**src/rtl/unsigned_dotprod_accum_26_17_48_bit_pkg.sv**
```systemverilog
// Shared constants for the DSP48E2-style unsigned dot-product accumulator.
// Holds the operand, accumulator and length-counter widths and a saturating increment.
package unsigned_dotprod_accum_26_17_48_bit_pkg;

    localparam int DP_A_W   = 26;
    localparam int DP_B_W   = 17;
    localparam int DP_P_W   = 48;
    localparam int DP_LEN_W = 16;

    localparam logic [DP_LEN_W-1:0] DP_LEN_MAX = '1;

    function automatic logic [DP_LEN_W-1:0] len_sat_inc(input logic [DP_LEN_W-1:0] v);
        return (v == DP_LEN_MAX) ? v : v + {{(DP_LEN_W-1){1'b0}}, 1'b1};
    endfunction

endpackage

```
**src/rtl/unsigned_dotprod_accum_26_17_48_bit_mul.sv**
```systemverilog
// Single registered a*b stage with clock enable and valid/last sideband,
// shaped to land in the DSP48E2 multiplier with its M register.
module unsigned_mul_1_stage_26_17_bit
    import unsigned_dotprod_accum_26_17_48_bit_pkg::*;
#(
    parameter int A_W = DP_A_W,
    parameter int B_W = DP_B_W
) (
    input  logic                 clk,
    input  logic                 rst,
    input  logic                 ce,
    input  logic                 in_valid,
    input  logic                 in_last,
    input  logic [A_W-1:0]       in_a,
    input  logic [B_W-1:0]       in_b,
    output logic                 m_valid,
    output logic                 m_last,
    output logic [A_W+B_W-1:0]   m_prod
);

    localparam int M_W = A_W + B_W;

    logic           r_valid;
    logic           r_last;
    logic [M_W-1:0] r_prod;

    always_ff @(posedge clk) begin
        if (rst) begin
            r_valid <= 1'b0;
            r_last  <= 1'b0;
            r_prod  <= '0;
        end else if (ce) begin
            r_valid <= in_valid;
            r_last  <= in_last;
            r_prod  <= M_W'(in_a) * M_W'(in_b);
        end
    end

    assign m_valid = r_valid;
    assign m_last  = r_last;
    assign m_prod  = r_prod;

endmodule

```
**src/rtl/unsigned_dotprod_accum_26_17_48_bit.sv**
```systemverilog
// Streaming unsigned dot product: one a*b term per beat, summed per vector
// (delimited by in_last) into a 48-bit result with carry flag and term count.
module unsigned_dotprod_accum_26_17_48_bit
    import unsigned_dotprod_accum_26_17_48_bit_pkg::*;
#(
    parameter int A_W = DP_A_W,
    parameter int B_W = DP_B_W,
    parameter int P_W = DP_P_W
) (
    input  logic                 clk,
    input  logic                 rst,
    input  logic                 in_valid,
    output logic                 in_ready,
    input  logic [A_W-1:0]       in_a,
    input  logic [B_W-1:0]       in_b,
    input  logic                 in_last,
    output logic                 out_valid,
    input  logic                 out_ready,
    output logic [P_W-1:0]       out_sum,
    output logic                 out_ovf,
    output logic [DP_LEN_W-1:0]  out_len
);

    localparam int M_W = A_W + B_W;

    logic                w_en;
    logic                w_m_valid;
    logic                w_m_last;
    logic [M_W-1:0]      w_m_prod;
    logic [P_W-1:0]      w_base;
    logic [P_W:0]        w_sum;
    logic                w_ovf;
    logic [DP_LEN_W-1:0] w_len;

    logic                r_first;
    logic [P_W-1:0]      r_acc;
    logic                r_ovf_acc;
    logic [DP_LEN_W-1:0] r_len_acc;
    logic                r_out_valid;
    logic [P_W-1:0]      r_out_sum;
    logic                r_out_ovf;
    logic [DP_LEN_W-1:0] r_out_len;

    // The whole pipe advances only when the result slot is free or being drained.
    assign w_en     = !r_out_valid || out_ready;
    assign in_ready = w_en;

    unsigned_mul_1_stage_26_17_bit #(
        .A_W (A_W),
        .B_W (B_W)
    ) u_mul (
        .clk      (clk),
        .rst      (rst),
        .ce       (w_en),
        .in_valid (in_valid && w_en),
        .in_last  (in_last),
        .in_a     (in_a),
        .in_b     (in_b),
        .m_valid  (w_m_valid),
        .m_last   (w_m_last),
        .m_prod   (w_m_prod)
    );

    // Opmode-style select: the first term of a vector adds to zero, not to P.
    always_comb begin
        w_base = r_first ? '0 : r_acc;
        w_sum  = {1'b0, w_base} + (P_W+1)'(w_m_prod);
        w_ovf  = r_ovf_acc | w_sum[P_W];
        w_len  = len_sat_inc(r_len_acc);
    end

    always_ff @(posedge clk) begin
        if (rst) begin
            r_first     <= 1'b1;
            r_acc       <= '0;
            r_ovf_acc   <= 1'b0;
            r_len_acc   <= '0;
            r_out_valid <= 1'b0;
            r_out_sum   <= '0;
            r_out_ovf   <= 1'b0;
            r_out_len   <= '0;
        end else if (w_en) begin
            r_out_valid <= w_m_valid && w_m_last;
            if (w_m_valid) begin
                if (w_m_last) begin
                    r_out_sum <= w_sum[P_W-1:0];
                    r_out_ovf <= w_ovf;
                    r_out_len <= w_len;
                    r_first   <= 1'b1;
                    r_acc     <= '0;
                    r_ovf_acc <= 1'b0;
                    r_len_acc <= '0;
                end else begin
                    r_acc     <= w_sum[P_W-1:0];
                    r_first   <= 1'b0;
                    r_ovf_acc <= w_ovf;
                    r_len_acc <= w_len;
                end
            end
        end
    end

    assign out_valid = r_out_valid;
    assign out_sum   = r_out_sum;
    assign out_ovf   = r_out_ovf;
    assign out_len   = r_out_len;

endmodule

```
**config.mk**
```make
export PLATFORM = sky130hd
export DESIGN_NAME = unsigned_dotprod_accum_26_17_48_bit
export DESIGN_NICKNAME = d
export VERILOG_FILES = /design/src/rtl/unsigned_dotprod_accum_26_17_48_bit_pkg.sv /design/src/rtl/unsigned_dotprod_accum_26_17_48_bit_mul.sv /design/src/rtl/unsigned_dotprod_accum_26_17_48_bit.sv
export SDC_FILE = /design/constraint.sdc
export NUM_CORES = 1
export LEC_CHECK = 0
export CAP_MARGIN = 20
export CORE_ASPECT_RATIO = 1.2
export CORE_MARGIN = 3
export CORE_UTILIZATION = 53
export DETAILED_ROUTE_END_ITERATION = 16
export PLACE_DENSITY = 0.78
export SLEW_MARGIN = 15
export SYNTH_ARGS = -nofsm -noshare
export SYNTH_HDL_FRONTEND = slang
export SYNTH_SLANG_ARGS = --single-unit
```
**constraint.sdc**
```tcl
create_clock -name clk -period 6.3 [get_ports clk]
set_input_delay 0.945 -clock clk [delete_from_list [all_inputs] [get_ports clk]]
set_output_delay 0.945 -clock clk [all_outputs]
set_load 0.1 [all_outputs]
```
# After elaboration in Yosys (flattened, before gate mapping)
# Cells that the tools add are included.
# totals
register_bits	177
inputBits	48
output_inout_bits	67
word_cells	28
# classes
addsub	2
mul	1
eq_ne	1
mux	6
n_bitwise	1
n_reduce_logical	6
# ops
cell	count
48-bit two-way mux	2
48-bit by 43-bit adder with 49-bit output	1
26-bit by 17-bit multiplier with 43-bit output	1
16-bit two-way mux	2
16-bit by 1-bit adder with 16-bit output (second input constant)	1
16-bit == test (second input constant)	1
3-bit AND reduction	1
1-bit logical AND	2
1-bit two-way mux	2
2-bit AND reduction	1
1-bit zero test	1
1-bit logical OR	1
1-bit bitwise OR	1

# Logic depth before layout (Yosys ltp)
# Gate-level depths: netlist of run 1.
# logic_depth
word_depth	4
depth_mapped	25
depth_no_buf	23

# Modules after synthesis
# From an unflattened synthesis of run 1, not the netlist that was laid out.
# unflattened
cells_unflattened	2856
hier_area_um2	24065.6
# modules_own_cells
mod	n_inst	cells_each	area_per_inst_um2	seq_area_each_um2
unsigned_mul_1_stage_26_17_bit	1	1917	16353.2	900.9
unsigned_dotprod_accum_26_17_48_bit	1	939	7712.4	2642.5

# Worst setup path after synthesis of run 1
# No wires, ideal clock.
# synth_timing
path_type	input -> register
start	input in_b[8]
end	register u_mul.r_prod[41] (netlist: u_mul.m_prod[41])
setup_ns	0.117
t_arrival_ns	6.736
required_time_ns	6.183
setup_slack_ns	-0.552
cell_stages	25
n_path_buf	3
path_cell_list	clkbuf_1 > clkbuf_1 > nand2_1 > fa_1 > inv_1 > fa_1 > inv_1 > fa_1 > inv_1 > fa_1 > fa_1 > inv_1 > fa_1 > inv_1 > ha_1 > clkbuf_2 > nand3_1 > nor4_1 > a21oi_1 > a31oi_1 > a31oi_1 > and2_1 > o311a_1 > xnor2_1 > a22o_1
# synth_via
elab_chain_cells	1
# synth_rtl
item	line	source
start, declared	unsigned_dotprod_accum_26_17_48_bit.sv:15	input logic [B_W-1:0] in_b,
26-bit by 17-bit multiplier with 43-bit output	unsigned_dotprod_accum_26_17_48_bit_mul.sv:35	r_prod <= M_W'(in_a) * M_W'(in_b);
end signal, assigned	unsigned_dotprod_accum_26_17_48_bit_mul.sv:35	
end, declared	unsigned_dotprod_accum_26_17_48_bit_mul.sv:25	logic [M_W-1:0] r_prod;
# Every way passes these cells.
# A chain may end at the register's enable or synchronous reset.

# Worst setup path in the final report of run 1
# layout_timing
start	input in_a[9]
end	register u_mul.r_prod[40] (netlist: u_mul.m_prod[40])
# layout_via
elab_chain_cells	1
# layout_rtl
item	line	source
start, declared	unsigned_dotprod_accum_26_17_48_bit.sv:14	input logic [A_W-1:0] in_a,
26-bit by 17-bit multiplier with 43-bit output	unsigned_dotprod_accum_26_17_48_bit_mul.sv:35	
# Every way passes these cells.

==> results.md, run 1 <==
- The count of antenna diodes in the layout is 0.
- The checks that failed: negative setup slack.
- The first global-routing pass estimated 106 mm of wire.
- Of the total synthesized cell area, the portion taken by full adders, half adders and majority gates is 0.390.
- The fraction of layout instances using a drive strength above 1 is 0.189.
- STA puts the critical path data required time at 6.63 ns.
- Prior to clock tree synthesis, the placed netlist has a worst setup slack of -1.40 ns.
- The worst clock skew is 0.0166 ns.
- The cell count of the worst hold path is 2.
- Of all nets on the critical path, the largest fanout is 5.
- The worst stage delay on the critical path is 0.56 ns.
- The simple-gate portion of the synthesized area is 0.178.
- The worst setup slack for register-to-register paths is 2.08 ns.
- The TritonCTS buffer count is 17.
- The start-to-end type of the worst setup path is in2reg.
- The number of antenna violations at the first check in global routing is 0.
- TritonCTS built the clock tree.
- At the end of routability-driven placement, the weighted congestion stood at 0.958.
- The via count of the first global-routing pass came to 21.5k.
- The worst register-to-register path begins at r_first.
- The overall die height is 237 um.
- The number of nets handed over by synthesis was 3329.
- The maximum clock frequency is 153 MHz.
- Once layout is complete, the utilization of the core stands at 0.654.
- The total congestion overflow is 0.
- The wire length per cell is 18.5 um.
- The global-route usage over all layers is 0.274.
- The largest net degree at the start of global routing is 71.
- The longest clock path from root to sink contains 2 buffers.
- The worst setup path is captured at a flip-flop.
- The count of buffering cells on the critical path with inverters included is 7.
- Detailed placement ended at an HPWL of 50.7 mm.
- The post-route setup TNS is -0.776 ns.
- The largest family of logic cells by synthesized area is adder cells.
- Counting every instance in the synthesized netlist gives 2760.
- The synthesized-area fraction occupied by ao, oa, aoi and oai cells is 0.150.
- CTS saw 177 sinks.
- The buffer cell driving the clock tree root is sky130_fd_sc_hd__clkbuf_16.
- The data arrival time of the worst path is 6.88 ns.
- The portion of synthesized area spent on multiplexers is 0.00365.
- The die covers 47200 um2.
- The worst pin sits at a relative slew slack of 0.327.
- The worst hold path begins at u_mul.m_last.
- Counting distinct cell types in the post-synthesis netlist gives 94.
- The cell with the largest stage delay on the worst path is sky130_fd_sc_hd__fa_1.
- The dominant cell type by area after synthesis is sky130_fd_sc_hd__fa_1.
- After detailed routing, the number of vias per cell comes to 5.72.
- After floorplanning, the core was sized to cover 43900 um2.
- For this run, design rule violations remaining after detail routing come to 0.
- The net count of the finished layout is 3608.
- The count of final max-slew check failures is 0.
- The final worst slack is -0.245 ns.
- The share of synthesized registers carrying an async set or reset is 0.
- At the later pin of the worst-skew pair, clock insertion delay measures 0.44 ns.
- Among cell families on the critical path, the largest total delay comes from adder cells.
- The number of top-level pins is 115.
- The clock edge transition at the registers on the reported setup and hold paths is 0.07 ns.
- The max-cap check violation count is 0.
- Leaving out fill and tap cells, the most frequent cells in the layout are 410 x sky130_fd_sc_hd__inv_1, 398 x sky130_fd_sc_hd__nand2_1, 343 x sky130_fd_sc_hd__fa_1.
- The worst register-to-register path has a depth of 12.
- The number of flops mapped to enable cells by yosys is 0.
- The synthesized area per cell is 8.57 um2.
- Of the post-synthesis cell area, the dominant cell type holds 0.305.
- The cell repeated most along the worst path is sky130_fd_sc_hd__fa_1.
- In the finished design, the share of the clock period the worst path needs comes to 1.04.
- The shortest period the worst path allows is 6.54 ns.
- The count of endpoints failing hold in the final timing report was 0.
- Relative to the synthesized area, the layout overhead comes to 21.5%.
- The detailed router finished its first iteration with 1614 violations.
- The mapped netlist covers 23600 um2.
- Synthesis inferred 177 register bits.
- The total iterations of the first detailed-routing run is 6.
- The total detailed-routing wirelength is 66.6 mm.
- Once detail routing completed, the nets flagged for antenna violations numbered 0.
- The number of hold buffers added after CTS was 0.
- The count of buffers added on input and output ports is 114.
- The signal on the critical path passes through clkbuf_4 > buf_6 > and2_4 > fa_1 > inv_2 > fa_1 > inv_1 > fa_2 > fa_1 > fa_1 > inv_1 > fa_1 > inv_2 > ha_4 > a21o_1 > buf_6 > a2111oi_4 > a221oi_4 > o21ai_4 > o31ai_4 > a221o_1 > a221oi_2 > nor4_1 > a211o_1.
- For this run, the number of Yosys warnings is 0.
- The standard-cell row count is 84.
- The detailed router placed 20.6k vias in this run.
- The flow ran to the end, but the final reports show violations.
- The path with the worst hold slack has its endpoint at u_mul.m_last.
- The worst register-to-register path ends at r_acc[40].
- Setup repair after global routing could not meet its margin everywhere.
- By area the synthesized netlist is led by sky130_fd_sc_hd__fa_1 30%, sky130_fd_sc_hd__dfxtp_1 15%, sky130_fd_sc_hd__ha_1 8.5%.
- The count of endpoints failing setup in the final report is 8.
- Of the synthesized area, sequential elements account for 0.150.
- The number of H-tree levels is 4.
- The commonest non-fill, non-tap cell in the layout is sky130_fd_sc_hd__inv_1.
- Of the total synthesized cell area, the portion taken by XOR and XNOR cells is 0.0285.
- The type of the most critical hold path is reg2reg.
- For the pin with the worst max-slew slack, the measured transition is 1.01 ns.
- The startpoint kind of the worst setup timing path is an input port.
- Measured along the x axis, the die boundary spans 199 um.
- For this run, the leading register cell type out of synthesis is sky130_fd_sc_hd__dfxtp_1.
- For this configuration, the core starts out at a cell density of 0.538.
[stage by stage]
step                instances  hold WS [ns]  area, um2
floorplan                2760         0.417      23900
global placement         3524         0.436      26800
detailed placement       3525         0.442      26800
CTS                      3592         0.456      28100
global route             3611         0.476      28700
finish                   3611         0.454      28700
[tightest hold or removal path: cells and delay by family (launching register included)]
family	cells	cell delay, ns
DFF	1	0.31
and+or+nand+nor	1	0.05
AOI/OAI and AO/OA	1	0.05
[synthesized netlist by cell type (5+ instances only)]
library cell / n
sky130_fd_sc_hd__or4_1: 5
sky130_fd_sc_hd__clkbuf_8: 8
sky130_fd_sc_hd__inv_1: 441
sky130_fd_sc_hd__o21ai_1: 5
sky130_fd_sc_hd__o21ai_0: 84
sky130_fd_sc_hd__fa_1: 360
sky130_fd_sc_hd__nand4_1: 24
sky130_fd_sc_hd__and3_1: 11
sky130_fd_sc_hd__a31oi_1: 15
sky130_fd_sc_hd__clkbuf_1: 125
sky130_fd_sc_hd__mux2i_1: 6
sky130_fd_sc_hd__nand3_1: 29
sky130_fd_sc_hd__o21bai_1: 12
sky130_fd_sc_hd__a21o_1: 42
sky130_fd_sc_hd__xor2_1: 30
sky130_fd_sc_hd__a211oi_2: 5
sky130_fd_sc_hd__a21oi_1: 136
sky130_fd_sc_hd__dfxtp_1: 177
sky130_fd_sc_hd__nand2b_1: 11
sky130_fd_sc_hd__nor2b_1: 53
sky130_fd_sc_hd__a32oi_1: 5
sky130_fd_sc_hd__buf_2: 11
sky130_fd_sc_hd__a22oi_1: 21
sky130_fd_sc_hd__o211ai_1: 9
sky130_fd_sc_hd__a22o_1: 67
sky130_fd_sc_hd__and2_1: 174
sky130_fd_sc_hd__a211oi_1: 19
sky130_fd_sc_hd__ha_1: 161
sky130_fd_sc_hd__nand2_1: 415
sky130_fd_sc_hd__nor2_1: 109
sky130_fd_sc_hd__o31ai_1: 7
sky130_fd_sc_hd__or3_1: 12
sky130_fd_sc_hd__nor3_1: 15
sky130_fd_sc_hd__o21a_1: 10
sky130_fd_sc_hd__xnor2_1: 47
[metal layers]
| layer | part of all wire | GRT usage | vias to the layer above |
|---|---|---|---|
| met5 | 0 | 0 | - |
| met4 | 0.036 | 0.0873 | 0 |
| met3 | 0.058 | 0.0299 | 211 |
| met2 | 0.51 | 0.486 | 806 |
| met1 | 0.40 | 0.351 | 10300 |
| li1 | - | - | 9369 |
[cells by family after synthesis]
kind of cell / count (synthesis)
AND/OR/NAND/NOR: 881
buffers and inverters: 598
adder cells (fa/ha/maj): 521
AO/OA/AOI/OAI: 498
flip-flops: 177
XOR/XNOR: 77
multiplexers: 8
[state kept, by name, summed over array words and instances (netlist names)]
name / cells
u_mul.m_prod: 43
out_len: 16
out_sum: 48
u_mul.m_valid: 1
r_first: 1
r_len_acc: 16
out_ovf: 1
out_valid: 1
r_acc: 48
r_ovf_acc: 1
u_mul.m_last: 1
[how the worst max path moves through the flow]
stage	slack (ns)	to	depth (start not counted)	start
finish	-0.24	u_mul.m_prod[40]	24	in_a[9]
detailed placement	-1.40	u_mul.m_prod[41]	23	in_b[2]
CTS	-0.17	u_mul.m_prod[36]	26	in_b[6]
floorplan	-0.21	u_mul.m_prod[40]	23	in_b[9]
global route	-0.38	u_mul.m_prod[40]	22	in_a[0]
global placement	-1.25	u_mul.m_prod[41]	23	in_b[2]
[layout make-up]
class	instances	area, um2
Tap cell	559	699
Sequential cell	177	3540
Multi-Input combinational cell	1985	18500
Clock inverter	13	148
Inverter	442	1660
Fill cell	3383	15200
Timing Repair Buffer	416	3700
Clock buffer	19	443
[timing repair]
| item | CTS | global route |
|---|---|---|
| gates resized for setup | 204 | 203 |
| buffers inserted | 35 | 26 |
| cloned | 2 | 1 |
| endpoints found under the setup margin | 26 | 24 |
| pin swaps | 85 | 134 |
Power of run 1 is left out: the tool's default activity adds up to more than one toggle a clock period on the data nets, which glitch-free logic cannot reach.
==> run 2: changes to the inputs <==
--- a/config.mk
+++ b/config.mk
@@ -11,7 +11,6 @@
 export CORE_UTILIZATION = 53
 export DETAILED_ROUTE_END_ITERATION = 16
 export PLACE_DENSITY = 0.78
-export SLEW_MARGIN = 15
 export SYNTH_ARGS = -nofsm -noshare
 export SYNTH_HDL_FRONTEND = slang
 export SYNTH_SLANG_ARGS = --single-unit
==> constraint.sdc (replaced) <==
create_clock -name clk -period 5.48 [get_ports clk]
set_input_delay 0.822 -clock clk [delete_from_list [all_inputs] [get_ports clk]]
set_output_delay 0.822 -clock clk [all_outputs]
set_load 0.1 [all_outputs]
==> run 2 against run 1 <==
  * Non-clock buffer count grew 41
  * Sequential share of layout area fell by 0.29 points
  * Worst hold slack lost 0.0033 ns
  * Design area grew 2.4%
  * Core utilization increased by 1.6 points
  * The flow still finishes with violations (negative setup slack)
==> results.md, run 2 (synthesized netlist as in run 1, its figures left out) <==
- The run finished, with violations left.
- The area of the die is 47200 um2 (unchanged).
- The number of nets at the end of the flow was 3649 (+1.1%).
- Of the available clock period, the critical path in the final layout requires 1.16.
- The TritonCTS buffer count is 17 (unchanged).
- The number of filler instances in the final layout is 3360 (-0.68%).
- The count of endpoints failing hold in the final timing report is 0 (unchanged).
- The count of final max-slew check failures came to 0 (unchanged).
- The fraction of layout instances using a drive strength above 1 is 0.208 (+0.0195).
- The overall die height is 237 um (unchanged).
- The data required time of the worst path is 5.81 ns (-0.82 ns).
- The via count of the first global-routing pass is 22.2k (+3.0%).
- For this run, the top clock speed supported by timing is 158 MHz.
- The type of the most critical hold path is reg2reg.
- The start-to-end type of the worst setup path is in2reg.
- The clock tree from TritonCTS is built.
- The largest net degree at the start of global routing is 51 (-28%).
- The wire length per cell was 19.0 um (+2.8%).
- The width of the die is 199 um (unchanged).
- The global-route usage over all layers is 0.292 (+0.0179).
- The clock edge transition at the registers on the reported setup and hold paths is 0.07 ns (about the same).
- The number of buffer cells added on primary ports is 114 (unchanged).
- The initial standard-cell utilization of the core is 0.538 (unchanged).
- The slew at the pin closest to its max-slew limit is 1.03 ns (+0.0246 ns).
- The data arrival time of the worst path is 6.67 ns (-0.21 ns).
- The area of all sequential standard cells is 3540 um2 (unchanged).
- The area growth from synthesis to layout is 24.4%.
- The antenna violation net count after detailed routing is 0 (unchanged).
- The clock latency of the later-clocked register in the worst-skew pair is 0.44 ns (about the same).
- The worst clock skew is 0.00796 ns (-0.00865 ns).
- The buffer levels on the longest clock path is 2 (unchanged).
- The cell count after placement came to 3538 (+0.37%).
- The checks that failed: negative setup slack.
- The final weighted congestion in routability-driven placement is 0.941 (-1.8%).
- The relative slew slack is 0.309 (-0.0178).
- The number of H-tree levels is 4 (unchanged).
- The number of sinks driven by the clock tree was 177 (unchanged).
- The violation count after the first detailed-route iteration came to 1615 (+0.062%).
- The total congestion overflow is 0 (unchanged).
- The half-perimeter wire length of the detailed placement result is 51.6 mm (+1.8%).
- The post-layout instance count excluding filler cells came to 3653 (+1.2%).
- The worst setup slack for register-to-register paths is 1.59 ns (-0.49 ns).
- The number of antenna violations at the first check in global routing is 0 (unchanged).
- The wire length of the first global-routing pass is 112 mm (+5.5%).
- The hold-fix buffer count after cts is 0 (unchanged).
- The final worst slack came to -0.857 ns (-0.613 ns).
- The count of endpoints failing setup in the final report is 30 (+22).
- The number of top-level pins was 115 (unchanged).
- The shortest period the worst path allows is 6.34 ns.
- The multi-input gate area in the final layout is 18700 um2 (+1.1%).
- The startpoint kind of the worst setup timing path is an input port.
- The detailed-route via count came to 20.9k (+1.1%).
- Setup repair after global routing could not meet its margin everywhere.
- The worst-path maximum fanout is 6 (+1).
- The cell sitting at the root of the clock tree is a sky130_fd_sc_hd__clkbuf_16.
- Leaving out fill and tap cells, the most frequent cell in the layout is sky130_fd_sc_hd__inv_1.
- The endpoint kind of the worst setup timing path is a flip-flop.
- The number of design rule violations left after detail routing is 0 (unchanged).
- The total iterations of the first detailed-routing run came to 8 (+2).
- The total detailed-routing wirelength is 69.3 mm (+4.0%).
- The standard-cell row count is 84 (unchanged).
- The core region area is 43900 um2 (unchanged).
- Leaving out fill and tap cells, the most frequent cells in the layout are 412 x sky130_fd_sc_hd__inv_1, 392 x sky130_fd_sc_hd__nand2_1, 339 x sky130_fd_sc_hd__fa_1.
- The max-cap check violation count is 0 (unchanged).
- The detailed-route vias per instance is 5.71 (about the same).
-- run 2: metal layers --
metal,wire length (um),GRT usage,up-vias
li1,-,-,9461
met1,26900,0.358,10300
met2,35200,0.517,876
met3,4110,0.0411,225
met4,3070,0.117,0
met5,0,0,-
-- run 2: layout make-up --
type | count | area share
multi-input combinational | 1985 | 0.637
timing repair buffer | 457 | 0.143
sequential | 177 | 0.120
inverter | 442 | 0.0564
tap | 559 | 0.0238
clock buffer | 17 | 0.0145
clock inverter | 15 | 0.00481
antenna | 1 | 0.0000851
-- run 2: critical path, stage by stage --
cell,delay (ns)
sky130_fd_sc_hd__buf_6,0.10
sky130_fd_sc_hd__buf_12,0.13
sky130_fd_sc_hd__and2_4,0.14
sky130_fd_sc_hd__fa_1,0.57
sky130_fd_sc_hd__inv_2,0.05
sky130_fd_sc_hd__fa_1,0.54
sky130_fd_sc_hd__inv_2,0.04
sky130_fd_sc_hd__fa_1,0.57
sky130_fd_sc_hd__fa_1,0.44
sky130_fd_sc_hd__fa_1,0.55
sky130_fd_sc_hd__inv_2,0.04
sky130_fd_sc_hd__fa_1,0.49
sky130_fd_sc_hd__inv_2,0.05
sky130_fd_sc_hd__ha_4,0.27
sky130_fd_sc_hd__buf_6,0.12
sky130_fd_sc_hd__nor2_2,0.06
sky130_fd_sc_hd__o21bai_2,0.25
sky130_fd_sc_hd__nand4_1,0.16
sky130_fd_sc_hd__a31oi_1,0.20
sky130_fd_sc_hd__buf_4,0.16
sky130_fd_sc_hd__a31oi_4,0.09
sky130_fd_sc_hd__and2_4,0.17
sky130_fd_sc_hd__o311a_1,0.30
sky130_fd_sc_hd__xnor2_1,0.13
sky130_fd_sc_hd__a22o_1,0.22
-- run 2: final timing paths --
path,depth (start not counted),endpoint,startpoint
setup / recovery,25,u_mul.m_prod[41],in_b[7]
hold / removal,2,r_acc[0],r_acc[0]
hold reg to reg,2,r_acc[0],r_acc[0]
setup reg to reg,12,r_acc[39],r_first
-- run 2: metrics by stage --
| step | area (um2) | utilization | hold slack (ns) | setup TNS (ns) | worst slack, ns |
|---|---|---|---|---|---|
| finish | 29400 | 0.670 | 0.451 | -17.16 | -0.857 |
| global route | 29400 | 0.670 | 0.481 | -21.14 | -0.989 |
| CTS | 29100 | 0.663 | 0.451 | -12.97 | -0.751 |
| detailed placement | 27000 | 0.615 | 0.442 | -43.47 | -1.77 |
| global placement | 27000 | 0.615 | 0.436 | -39.56 | -1.67 |
| floorplan | 24000 | - | 0.417 | -11.06 | -0.904 |
-- run 2: timing repair --
action                     in CTS  in global routing
setup endpoints to repair      33                 31
gates resized for setup       359                 74
pin swaps                     163                 57
buffers inserted               68                  8
gates cloned                   11                  0
Power of run 2 is left out for the same reason.
==> run 3: changes to the inputs <==
--- a/config.mk
+++ b/config.mk
@@ -7,9 +7,10 @@
 export LEC_CHECK = 0
 export CAP_MARGIN = 20
 export CORE_ASPECT_RATIO = 1.2
-export CORE_MARGIN = 3
+export CORE_MARGIN = 5
 export CORE_UTILIZATION = 53
 export DETAILED_ROUTE_END_ITERATION = 16
+export GPL_TIMING_DRIVEN = 0
 export PLACE_DENSITY = 0.78
 export SYNTH_ARGS = -nofsm -noshare
 export SYNTH_HDL_FRONTEND = slang
==> run 3 against run 2 <==
  * The run still ends with negative setup slack left
  * Wire length up 2.0%
  * Die area up 3.7%
  * Setup slack worse by 0.075 ns
  * Critical path depth up 2
==> results.md, run 3 (synthesized netlist as in run 1, its figures left out) <==
- The wire length of the first global-routing pass was 112 mm (+0.29%).
- The number of H-tree levels is 4 (unchanged).
- The width of the die is 203 um (+2.0%).
- The slew at the pin closest to its max-slew limit is 1.02 ns (-0.0156 ns).
- The detailed-route vias per instance is 5.79 (+1.3%).
- The fraction of layout instances using a drive strength above 1 was 0.137 (-0.0712).
- The antenna violation net count after detailed routing came to 0 (unchanged).
- The maximum clock frequency is 156 MHz (-1.2%).
- The total congestion overflow is 0 (unchanged).
- The area of the die is 48900 um2 (+3.7%).
- The worst slack after detailed placement is -2.62 ns (-0.851 ns).
- The data arrival time of the worst path is 6.80 ns (+0.13 ns).
- The final worst slack is -0.933 ns (-0.0753 ns).
- The number of buffer cells added on primary ports is 107 (-6.1%).
- Among all stages on the critical path, the largest delay is contributed by sky130_fd_sc_hd__fa_1.
- The worst stage delay on the critical path was 0.54 ns (-0.03 ns).
- The clock edge transition at the registers on the reported setup and hold paths is 0.07 ns (about the same).
- The clock latency of the later-clocked register in the worst-skew pair came to 0.45 ns (about the same).
- The cell area reported after detailed placement came to 25800 um2 (-4.5%).
- The core region area came to 44000 um2 (+0.24%).
- The flow ran to the end, but the final reports show violations.
- The TritonCTS buffer count is 17 (unchanged).
- The buffer cell driving the clock tree root is sky130_fd_sc_hd__clkbuf_16.
- The start-to-end type of the worst setup path is in2reg.
- The relative slew slack is 0.319 (+0.0104).
- The area of all placed cells without fillers is 28100 um2 (-4.4%).
- The wire length per cell is 20.1 um (+5.8%).
- The startpoint kind of the worst setup timing path is an input port.
- The met3 wirelength from detailed routing was 4.98 mm (+21%).
- The largest net degree at the start of global routing is 19 (-63%).
- The met1 routed wirelength after detailed routing is 27.0 mm (+0.34%).
- The total met2 wirelength after detailed routing is 34.7 mm (-1.5%).
- The half-perimeter wire length of the detailed placement result is 56.0 mm (+8.6%).
- The global-route usage over all layers is 0.286 (-0.00559).
- The cell count after placement came to 3426 (-3.2%).
- Leaving out fill and tap cells, the most frequent cell in the layout is sky130_fd_sc_hd__inv_1.
- Setup repair after global routing could not meet its margin everywhere.
- The violation count after the first detailed-route iteration is 1480 (-8.4%).
- The count of endpoints failing hold in the final timing report is 0 (unchanged).
- The shortest period the worst path allows is 6.41 ns (+0.0753 ns).
- The number of design rule violations left after detail routing was 0 (unchanged).
- The top cell types in the final layout, fill and taps aside, are 424 x sky130_fd_sc_hd__inv_1, 402 x sky130_fd_sc_hd__nand2_1, 340 x sky130_fd_sc_hd__fa_1.
- The initial standard-cell utilization of the core is 0.537 (-0.00128).
- The count of final max-slew check failures is 0 (unchanged).
- The worst setup path is captured at a flip-flop.
- The cell repeated most along the worst path is sky130_fd_sc_hd__fa_1.
- The via count of the first global-routing pass was 21.1k (-4.8%).
- The worst clock skew is 0.00857 ns (+0.000610 ns).
- The count of endpoints failing setup in the final report came to 28 (-6.7%).
- The detailed-route via count is 20.4k (-2.3%).
- The standard-cell row count is 84 (unchanged).
- The area growth from synthesis to layout is 19.0%.
- The total detailed-routing wirelength is 70.7 mm (+2.0%).
- The core utilization of the finished layout is 0.639 (-0.0309).
- The worst hold path belongs to the class reg2reg.
- The final weighted congestion in routability-driven placement was 1.01 (+7.1%).
- The overall die height came to 241 um (+1.7%).
- The number of antenna violations at the first check in global routing is 1 (+1).
- The number of nets at the end of the flow is 3519 (-3.6%).
- The data required time of the worst path came to 5.87 ns (+0.06 ns).
- The top routing layer in use is met4.
- The number of top-level pins is 115 (unchanged).
- The final reports fail on negative setup slack.
- The max-cap check violation count is 0 (unchanged).
- TritonCTS built the clock tree.
- The buffer levels on the longest clock path came to 2 (unchanged).
- The portion of the clock cycle consumed by the worst path in the final layout is 1.17 (+0.0137).
- The post-layout instance count excluding filler cells came to 3523 (-3.6%).
- The number of sinks driven by the clock tree was 177 (unchanged).
- The worst-path maximum fanout is 5 (-1).
- The total iterations of the first detailed-routing run is 5 (-3).
run 3: worst max-delay path, delay by kind of cell:
family	cells	cell delay, ns
adder cells (fa/ha/maj)	7	3.28
AO/OA/AOI/OAI	6	1.22
buffers and inverters	10	0.79
AND/OR/NAND/NOR	4	0.70
run 3: area by class of cell:
cell class / count / area [um2]
clock buffers: 18 / 439
repair buffers: 174 / 1610
well taps: 559 / 699
plain buffers: 153 / 1600
inverters: 442 / 1660
multi-input cells: 1985 / 18400
fillers: 3520 / 15900
diodes: 1 / 2.50
clock inverters: 14 / 160
flip-flops and latches: 177 / 3540
run 3: path summary, 6_finish.rpt:
check | startpoint | to | slack (ns) | depth (start not counted)
max reg2reg | r_first | r_acc[40] | 1.19 | 13
min reg2reg | out_len[8] | out_len[8] | 0.46 | 1
max | in_b[5] | u_mul.m_prod[36] | -0.93 | 27
min | out_len[8] | out_len[8] | 0.46 | 1
run 3: stage by stage:
stage	hold slack, ns	setup TNS [ns]
6_report	0.461	-14.51
5_1_grt	0.482	-19.76
4_1_cts	0.458	-12.82
3_5_place_dp	0.441	-59.55
3_3_place_gp	0.433	-56.80
2_1_floorplan	0.417	-11.06
run 3: per-layer routing:
layer  global-route usage  up-vias
li1                     -     9208
met1                0.346     9963
met2                0.505      962
met3               0.0398      252
met4                0.143        0
met5                    0        -
run 3: timing repair:
action / CTS / global route
cloned: 0 / 0
endpoints found under the setup margin: 35 / 30
setup buffers: 44 / 24
hold buffers: 0 / 0
resized for setup: 373 / 132
pin swaps: 56 / 90
Power of run 3 is left out for the same reason.
